[src/rtl/spi_mem_pkg.sv]
// Shared definitions for the burst SPI memory slave.
// Contents: FSM state enum and the R/W bit encodings used in the frame header.
package spi_mem_pkg;

    typedef enum logic [2:0] {
        IDLE,
        GET_ADDR,
        GET_RW,
        WRITE_DATA,
        WRITE_COMMIT,
        READ_LOAD,
        READ_DATA,
        DONE
    } spi_state_e;

    localparam logic SPI_RW_READ  = 1'b1;
    localparam logic SPI_RW_WRITE = 1'b0;

endpackage

[src/rtl/spi_input_conditioner.sv]
// Synchroniser plus edge detector for one asynchronous SPI pin.
// Ports:
//   clk, reset : system clock, asynchronous active-high reset
//   pin        : raw asynchronous input
//   level      : pin after SYNC_STAGES flops
//   rise, fall : single-cycle pulses on synchronised level transitions
// The chain resets to 0 so that a pin already low at reset release
// produces no falling edge (a held-low chip select is not a new frame).
module spi_input_conditioner #(
    parameter int SYNC_STAGES = 2
) (
    input  logic clk,
    input  logic reset,
    input  logic pin,
    output logic level,
    output logic rise,
    output logic fall
);

    logic [SYNC_STAGES-1:0] sync_q;
    logic                   prev_q;

    always_ff @(posedge clk or posedge reset) begin
        if (reset) begin
            sync_q <= '0;
            prev_q <= 1'b0;
        end else begin
            sync_q <= {sync_q[SYNC_STAGES-2:0], pin};
            prev_q <= sync_q[SYNC_STAGES-1];
        end
    end

    assign level = sync_q[SYNC_STAGES-1];
    assign rise  = level & ~prev_q;
    assign fall  = ~level & prev_q;

endmodule

[src/rtl/spi_memory_burst.sv]
// SPI mode-0 slave giving an external master access to a DEPTH x DATA_W RAM.
// Frame: ADDR_W address bits, one R/W bit (1 = read), then data words,
// all MSB first. With BURST_EN the address auto-increments (mod DEPTH)
// for every further word in the frame.
// Ports:
//   clk, reset : system clock, asynchronous active-high reset
//   sclk_pin   : SPI clock (sampled, never used as a clock)
//   cs_pin     : chip select, active low
//   mosi_pin   : master-out data
//   miso_pin   : slave-out data, forced 0 whenever miso_oe is 0
//   miso_oe    : pad output enable, high in the read data phase
//   leds       : low 4 bits of the last committed write word (DATA_W >= 4)
module spi_memory_burst
    import spi_mem_pkg::*;
#(
    parameter int ADDR_W      = 7,
    parameter int DATA_W      = 8,
    parameter int BURST_EN    = 1,
    parameter int SYNC_STAGES = 2
) (
    input  logic       clk,
    input  logic       reset,
    input  logic       sclk_pin,
    input  logic       cs_pin,
    input  logic       mosi_pin,
    output logic       miso_pin,
    output logic       miso_oe,
    output logic [3:0] leds
);

    localparam int DEPTH = 2 ** ADDR_W;
    localparam int MAX_W = (ADDR_W > DATA_W) ? ADDR_W : DATA_W;
    localparam int CNT_W = $clog2(MAX_W + 1);
    localparam logic [CNT_W-1:0] ADDR_LAST = CNT_W'(ADDR_W - 1);
    localparam logic [CNT_W-1:0] DATA_LAST = CNT_W'(DATA_W - 1);

    logic sclk_level, sclk_rise, sclk_fall;
    logic cs_level, cs_rise, cs_fall;
    logic mosi, mosi_rise, mosi_fall;
    logic unused_levels;

    spi_input_conditioner #(.SYNC_STAGES(SYNC_STAGES)) u_sclk (
        .clk(clk), .reset(reset), .pin(sclk_pin),
        .level(sclk_level), .rise(sclk_rise), .fall(sclk_fall)
    );

    spi_input_conditioner #(.SYNC_STAGES(SYNC_STAGES)) u_cs (
        .clk(clk), .reset(reset), .pin(cs_pin),
        .level(cs_level), .rise(cs_rise), .fall(cs_fall)
    );

    // Only the synchronised level of mosi is used.
    spi_input_conditioner #(.SYNC_STAGES(SYNC_STAGES)) u_mosi (
        .clk(clk), .reset(reset), .pin(mosi_pin),
        .level(mosi), .rise(mosi_rise), .fall(mosi_fall)
    );

    assign unused_levels = &{1'b0, sclk_level, cs_level, mosi_rise, mosi_fall};

    spi_state_e        state, state_n;
    logic [ADDR_W-1:0] addr;
    logic [DATA_W-1:0] shift;
    logic [CNT_W-1:0]  bit_cnt;
    logic              miso_q;
    logic              oe_q;
    logic [3:0]        leds_q;
    logic [DATA_W-1:0] mem [DEPTH];

    always_ff @(posedge clk or posedge reset) begin
        if (reset) state <= IDLE;
        else       state <= state_n;
    end

    always_comb begin
        state_n = state;
        if (cs_rise) begin
            state_n = IDLE;
        end else begin
            case (state)
                IDLE:         if (cs_fall) state_n = GET_ADDR;
                GET_ADDR:     if (sclk_rise && bit_cnt == ADDR_LAST) state_n = GET_RW;
                GET_RW:       if (sclk_rise) state_n = (mosi == SPI_RW_WRITE) ? WRITE_DATA : READ_LOAD;
                WRITE_DATA:   if (sclk_rise && bit_cnt == DATA_LAST) state_n = WRITE_COMMIT;
                WRITE_COMMIT: state_n = (BURST_EN != 0) ? WRITE_DATA : DONE;
                READ_LOAD:    state_n = READ_DATA;
                READ_DATA:    if (sclk_fall && bit_cnt == DATA_LAST)
                                  state_n = (BURST_EN != 0) ? READ_LOAD : DONE;
                DONE:         state_n = DONE;
                default:      state_n = IDLE;
            endcase
        end
    end

    // DONE keeps miso/miso_oe as left by the last falling edge so the
    // master can still sample the final bit; cs high clears them.
    always_ff @(posedge clk or posedge reset) begin
        if (reset) begin
            addr    <= '0;
            shift   <= '0;
            bit_cnt <= '0;
            miso_q  <= 1'b0;
            oe_q    <= 1'b0;
            leds_q  <= '0;
        end else if (cs_rise) begin
            bit_cnt <= '0;
            miso_q  <= 1'b0;
            oe_q    <= 1'b0;
        end else begin
            case (state)
                IDLE: begin
                    bit_cnt <= '0;
                    miso_q  <= 1'b0;
                    oe_q    <= 1'b0;
                end
                GET_ADDR: begin
                    if (sclk_rise) begin
                        addr    <= ADDR_W'({addr, mosi});
                        bit_cnt <= (bit_cnt == ADDR_LAST) ? '0 : bit_cnt + CNT_W'(1);
                    end
                end
                WRITE_DATA: begin
                    if (sclk_rise) begin
                        shift   <= DATA_W'({shift, mosi});
                        bit_cnt <= (bit_cnt == DATA_LAST) ? '0 : bit_cnt + CNT_W'(1);
                    end
                end
                WRITE_COMMIT: begin
                    leds_q <= shift[3:0];
                    addr   <= addr + ADDR_W'(1);
                end
                READ_LOAD: begin
                    shift   <= mem[addr];
                    addr    <= addr + ADDR_W'(1);
                    oe_q    <= 1'b1;
                    bit_cnt <= '0;
                end
                READ_DATA: begin
                    if (sclk_fall) begin
                        miso_q  <= shift[DATA_W-1];
                        shift   <= shift << 1;
                        bit_cnt <= (bit_cnt == DATA_LAST) ? '0 : bit_cnt + CNT_W'(1);
                    end
                end
                default: begin
                end
            endcase
        end
    end

    always_ff @(posedge clk) begin
        if (state == WRITE_COMMIT && !cs_rise) mem[addr] <= shift;
    end

    assign miso_pin = miso_q & oe_q;
    assign miso_oe  = oe_q;
    assign leds     = leds_q;

endmodule

[config.mk]
export PLATFORM = sky130hd
export DESIGN_NAME = spi_memory_burst
export DESIGN_NICKNAME = d
export VERILOG_FILES = /design/src/rtl/spi_mem_pkg.sv /design/src/rtl/spi_input_conditioner.sv /design/src/rtl/spi_memory_burst.sv
export SDC_FILE = /design/constraint.sdc
export NUM_CORES = 1
export LEC_CHECK = 0
export ABC_CLOCK_PERIOD_IN_PS = 8400
export BUFFER_PORTS_ARGS = -buffer_cell sky130_fd_sc_hd__clkbuf_2
export CELL_PAD_IN_SITES_DETAIL_PLACEMENT = 1
export CELL_PAD_IN_SITES_GLOBAL_PLACEMENT = 1
export CORE_ASPECT_RATIO = 0.75
export CORE_MARGIN = 2
export CORE_UTILIZATION = 40
export DETAILED_ROUTE_END_ITERATION = 8
export HOLD_SLACK_MARGIN = 0.05
export MAX_ROUTING_LAYER = met4
export PLACE_DENSITY = 0.65
export RECOVER_POWER = 50
export SYNTH_ARGS = -nofsm -noshare
export SYNTH_HDL_FRONTEND = slang
export SYNTH_HIERARCHICAL = 1
export SYNTH_SLANG_ARGS = --single-unit
[constraint.sdc]
create_clock -name clk -period 8.4 [get_ports clk]
set_clock_uncertainty 0.15 [all_clocks]
set_input_delay 0.42 -clock clk [delete_from_list [all_inputs] [get_ports clk]]
set_output_delay 0.42 -clock clk [all_outputs]
set_load 0.02 [all_outputs]
; Word-level counts from Yosys, hierarchy flattened
; Memories as Yosys holds them, arrays and structs flattened.
; Index checks and enable logic that the tools add are counted.
[totals]
ramBits = 1024
inputBits = 5
output_inout_bits = 6
register_bits = 36
elab_cells = 91
memories = 1
[mem_list]
columns = memory, depth, width, read_ports, rd_clocked_by_memory_dff, wr, line_no
row1 = mem, 128, 8, 1, 0, 1, spi_memory_burst.sv:67  ; logic [DATA_W-1:0] mem [DEPTH];
[op_classes]
eq_ne = 20
add_sub_neg = 2
n_mux = 27
reduce_logical = 19
bitwise = 10
[op_table]
columns = cell, n
row1 = 2-to-1 mux 4 bit, 6
row2 = "!= test 3 bit, second input constant", 8
row3 = one-hot mux 3 bit (8 select lines), 1
row4 = one-hot mux 8 bit (3 select lines), 1
row5 = 2-to-1 mux 3 bit, 7
row6 = 2-to-1 mux 8 bit, 2
row7 = one-hot mux 4 bit (4 select lines), 1
row8 = one-hot mux 7 bit (2 select lines), 1
row9 = "== test 3 bit, second input constant", 4
row10 = nonzero test 3 bit, 3
row11 = "== test 4 x 3 -> 1 bit, second input constant", 2
row12 = AND reduction 4 bit, 2
row13 = "adder 7 x 1 -> 7 bit, second input constant", 1
row14 = 2-to-1 mux 7 bit, 1
row15 = "== test 3 x 2 -> 1 bit, second input constant", 2
row16 = "!= test 2 bit, second input constant", 3
row17 = AND 1 bit, 5
row18 = 2-to-1 mux 1 bit, 5
row19 = NOT 1 bit, 5
row20 = AND reduction 5 bit, 1
row21 = nonzero test 5 bit, 1
row22 = "adder 4 x 1 -> 4 bit, second input constant", 1
row23 = logical AND 1 bit, 4
row24 = one-hot mux 1 bit (2 select lines), 2
row25 = 7 further kinds, 9

; Logic depth before layout (Yosys ltp)
[logic_depth]
depth_word = 6
mapped_depth = 12
ltp_nobuf = 8

; Cells and area by module
; Netlist, hierarchy kept.
[by_module_without_submodules]
columns = mod, instances, seq_area_each_um2, cells_per_inst, area_per_inst_um2
row1 = spi_memory_burst, 1, 31450.2, 2309, 41795.1
row2 = spi_input_conditioner, 3, 75.1, 6, 93.8

; Worst setup path before layout
; OpenSTA, ideal clock, no wires.
[synth_timing]
kind = reg2reg
startpoint = register addr[0]
endpoint = memory mem[121][0], enable pin
period_less_slack_ns = 2.655
setup_ns = 0.370
t_arrival_ns = 2.135
required_ns = 7.880
slack_ns = 5.745
path_stages_with_launch = 10
path_buffers = 7
cell_sequence = dfrtp_1 buf_6 buf_6 buf_6 buf_6 buf_6 buf_6 buf_2 nand3_1 nor2_1
[synth_lines]
columns = element, line_no
row1 = start: declaration, spi_memory_burst.sv:61  ; logic [ADDR_W-1:0] addr;
row2 = start signal: assignment, spi_memory_burst.sv:117  ; addr <= ADDR_W'({addr, mosi});
row3 = start signal: assignment, spi_memory_burst.sv:129  ; addr <= addr + ADDR_W'(1);
row4 = start signal: assignment, spi_memory_burst.sv:133  ; addr <= addr + ADDR_W'(1);
row5 = end: declaration, spi_memory_burst.sv:67
; Straight into the memory's write port.

; Final worst setup path
[layout_timing]
startpoint = register shift[5]
endpoint = memory mem[87][5] (data pin)
[layout_lines]
columns = element, line_no
row1 = start: declaration, spi_memory_burst.sv:62  ; logic [DATA_W-1:0] shift;
row2 = start signal: assignment, spi_memory_burst.sv:123  ; shift <= DATA_W'({shift, mosi});
row3 = start signal: assignment, spi_memory_burst.sv:132  ; shift <= mem[addr];
row4 = start signal: assignment, spi_memory_burst.sv:140  ; shift <= shift << 1;
; Straight into the memory's write port.

==> flow_summary_export.csv <==
group,metric,value,unit
status,status,"finished, violations left",
status,violations,"max-capacitance violations, max-slew violations",
hold_path,min_to,"u_sclk/sync_q[1]",
sta,layout_setup_ws,2.74,ns
power_and_ir_drop,p_leak,14.4,nW
clock_tree,clock_latency,0.71,ns
sta,period_minus_slack,5.66,ns
hold_path,min_delay_path_depth,0,
floorplanning,initial_core_util,0.405,
worst_setup_path,path_max_fanout,89,
floorplanning,io-pin-count,11,
floorplanning,dieArea,108000,um^2
worst_setup_path,cp_top_family,"buffers and inverters",
floorplanning,fp.coreArea,104000,um^2
floorplanning,die_x,378,um
hold_path,hold_path.class,"register to register",
clock_tree,cts_root_buffer,"clkbuf_16",
placed_design,placedCellCount,3638,
sta,max_freq,0.177,GHz
finish,area_delta_synth_final,10.9,%
worst_setup_path,crit_slowest_cell,"clkbuf_1",
worst_setup_path,startpoint_type,"register",
drt,avgViaCountPerCell,6.01,
drt,ant_nets,0,
sta,worst_slew_pin_slew,4.29,ns
global_routing,grt_pass1_vias,23260,
finish,diodes,0,
clock_tree,cts_made_buffers,100,
floorplanning,die_h,285,um
sta,rsz0062_at_grt,"no",
finish,final_nets,2351,
clock_tree,cts_resized,0,
drt,dr_total_vias,22985,
drt,wl_per_cell,31.1,um
clock_tree,tritoncts,"built",
global_routing,grt_overflow_total,0,
finish,fillCellCount,9778,
sta,period_share,0.674,
sta,relSlewSlack,-1.86,
placed_design,io_buffers,10,
worst_setup_path,worst-r2r-cell-count,1,
clock_tree,postCtsSetupBuffers,0,
worst_setup_path,reg2reg_setup_slack,2.74,ns
worst_setup_path,critical_path.max_stage_delay,3.08,ns
clock_tree,ctsHoldBuffers,5,
global_routing,antenna_found_initial,3,
floorplanning,rows,102,
synth,syn_area_per_cell,18.1,um^2
sta,setup_tns,0,ns
synth,synth_nets,2334,
clock_tree,clk_pin_slew,0.07,ns
sta,drv_slew,1097,
placed_design,dp_hpwl,72600,um
finish,layout.cells.non_filler,3822,
hold_path,min_from,"u_sclk/sync_q[0]",
worst_setup_path,reg2reg_to,"mem[87][5]",
worst_setup_path,path_cells,"clkbuf_1",
global_routing,grt_pass1_wl,172000,um
worst_setup_path,reg2reg_from,"shift[5]",
worst_setup_path,crit_arrival,5.36,ns
synth,synth_area,42000,um^2
clock_tree,clk_path_buf_depth,3,
global_routing,grt_max_degree,107,
drt,drc_errors,0,
worst_setup_path,end_kind,"register",
worst_setup_path,crit_buf_inv,1,
drt,wl,119000,um
worst_setup_path,critPathKind,"register to register",
drt,drtIter0Drc,2703,
job,max_cap_violations,17,
finish,drive_gt1_frac,0.149,
sta,setup_viol,0,
power_and_ir_drop,ir_drop,326,uV
clock_tree,cts_max_level,3,
placed_design,post-place-ws,4.14,ns
synth,syn_inst,2324,
power_and_ir_drop,p_per_area,345,nW/um^2
global_routing,track_usage,0.227,
synth,yosys_warnings,6,
placed_design,gp_congestion,0.841,
clock_tree,clock-sinks,1060,
sta,final_hold_viol_count,0,
drt,drt_first_pass_iters,7,
sta,timing.hold.ws,0.199,ns
worst_setup_path,worstPathRequired,8.10,ns
==> worst max-delay path by stage <==
| stage | start | endpoint | slack [ns] | depth (start not counted) |
|---|---|---|---|---|
| after CTS | addr[0] | shift[5] | 4.11 | 8 |
| final | shift[5] | mem[87][5] | 2.74 | 1 |
| after floorplan | addr[0] | mem[121][0] | 5.74 | 9 |
| after detailed placement | addr[0] | shift[5] | 4.14 | 9 |
| after global placement | addr[0] | shift[5] | 4.23 | 8 |
| after global routing | shift[2] | shift[2] | 2.11 | 3 |
==> cells in the final DEF (no fill, tap or decap), types with 12 or more instances in the layout <==
master and count:
clkbuf_1 34, mux4_2 122, bufinv_16 12, edfxtp_1 1024, dfrtp_1 32, a22oi_1 48, a211oi_1 14, buf_4 30
nor3_1 18, nor2_1 199, clkbuf_16 104, clkinv_1 14, a21oi_1 62, nand3_1 27, o21ai_0 82, a221oi_1 88
clkinv_2 19, o221ai_1 33, nand2_1 85, mux2_2 27, mux2i_1 139
==> metal layers <==
layer / GRT usage / part of all wire / vias to the layer above
met4: 0.0516 / 0.022 / 0
met1: 0.347 / 0.46 / 12281
met5: - / 0 / -
li1: - / - / 9504
met2: 0.317 / 0.44 / 1025
met3: 0.0397 / 0.079 / 175
==> flip-flops by register name (all words and copies together) (netlist names) <==
| name | count |
|---|---|
| mem | 1024 |
| u_sclk/sync_q | 2 |
| bit_cnt | 4 |
| u_mosi/sync_q | 2 |
| state | 3 |
| u_cs/prev_q | 1 |
| u_sclk/prev_q | 1 |
| leds | 4 |
| miso_oe | 1 |
| addr | 7 |
| u_cs/sync_q | 2 |
| miso_q | 1 |
| shift | 8 |
==> cell type report <==
class                           count  area, um^2  share of cell area
Timing Repair Buffer               56         389             0.00835
Clock inverter                     58         633              0.0136
Sequential cell                  1060       31700               0.679
Tap cell                         1404        1760              0.0377
Clock buffer                      121        2670              0.0572
Inverter                           14        52.6             0.00113
Multi-Input combinational cell   1109        9470               0.203
==> per-stage QoR <==
| step | power [mW] | instance area (um^2) | util |
|---|---|---|---|
| floorplan | 9.73 | 42000 | - |
| global placement | 11.3 | 43400 | 0.418 |
| detailed placement | 11.4 | 43400 | 0.418 |
| CTS | 16.0 | 46700 | 0.450 |
| global route | 16.6 | 46600 | 0.449 |
| finish | 16.1 | 46600 | 0.449 |
==> report_power, final <==
group / total, mW / leakage, nW / switching [mW] / internal (mW)
clock: 4.62 / 1.61 / 1.99 / 2.63
sequential: 7.28 / 9.63 / 0.532 / 6.75
combinational: 4.18 / 3.12 / 2.88 / 1.30
total: 16.1 / 14.4 / 5.41 / 10.7
Note: power is estimated with default switching activity, not from simulation.
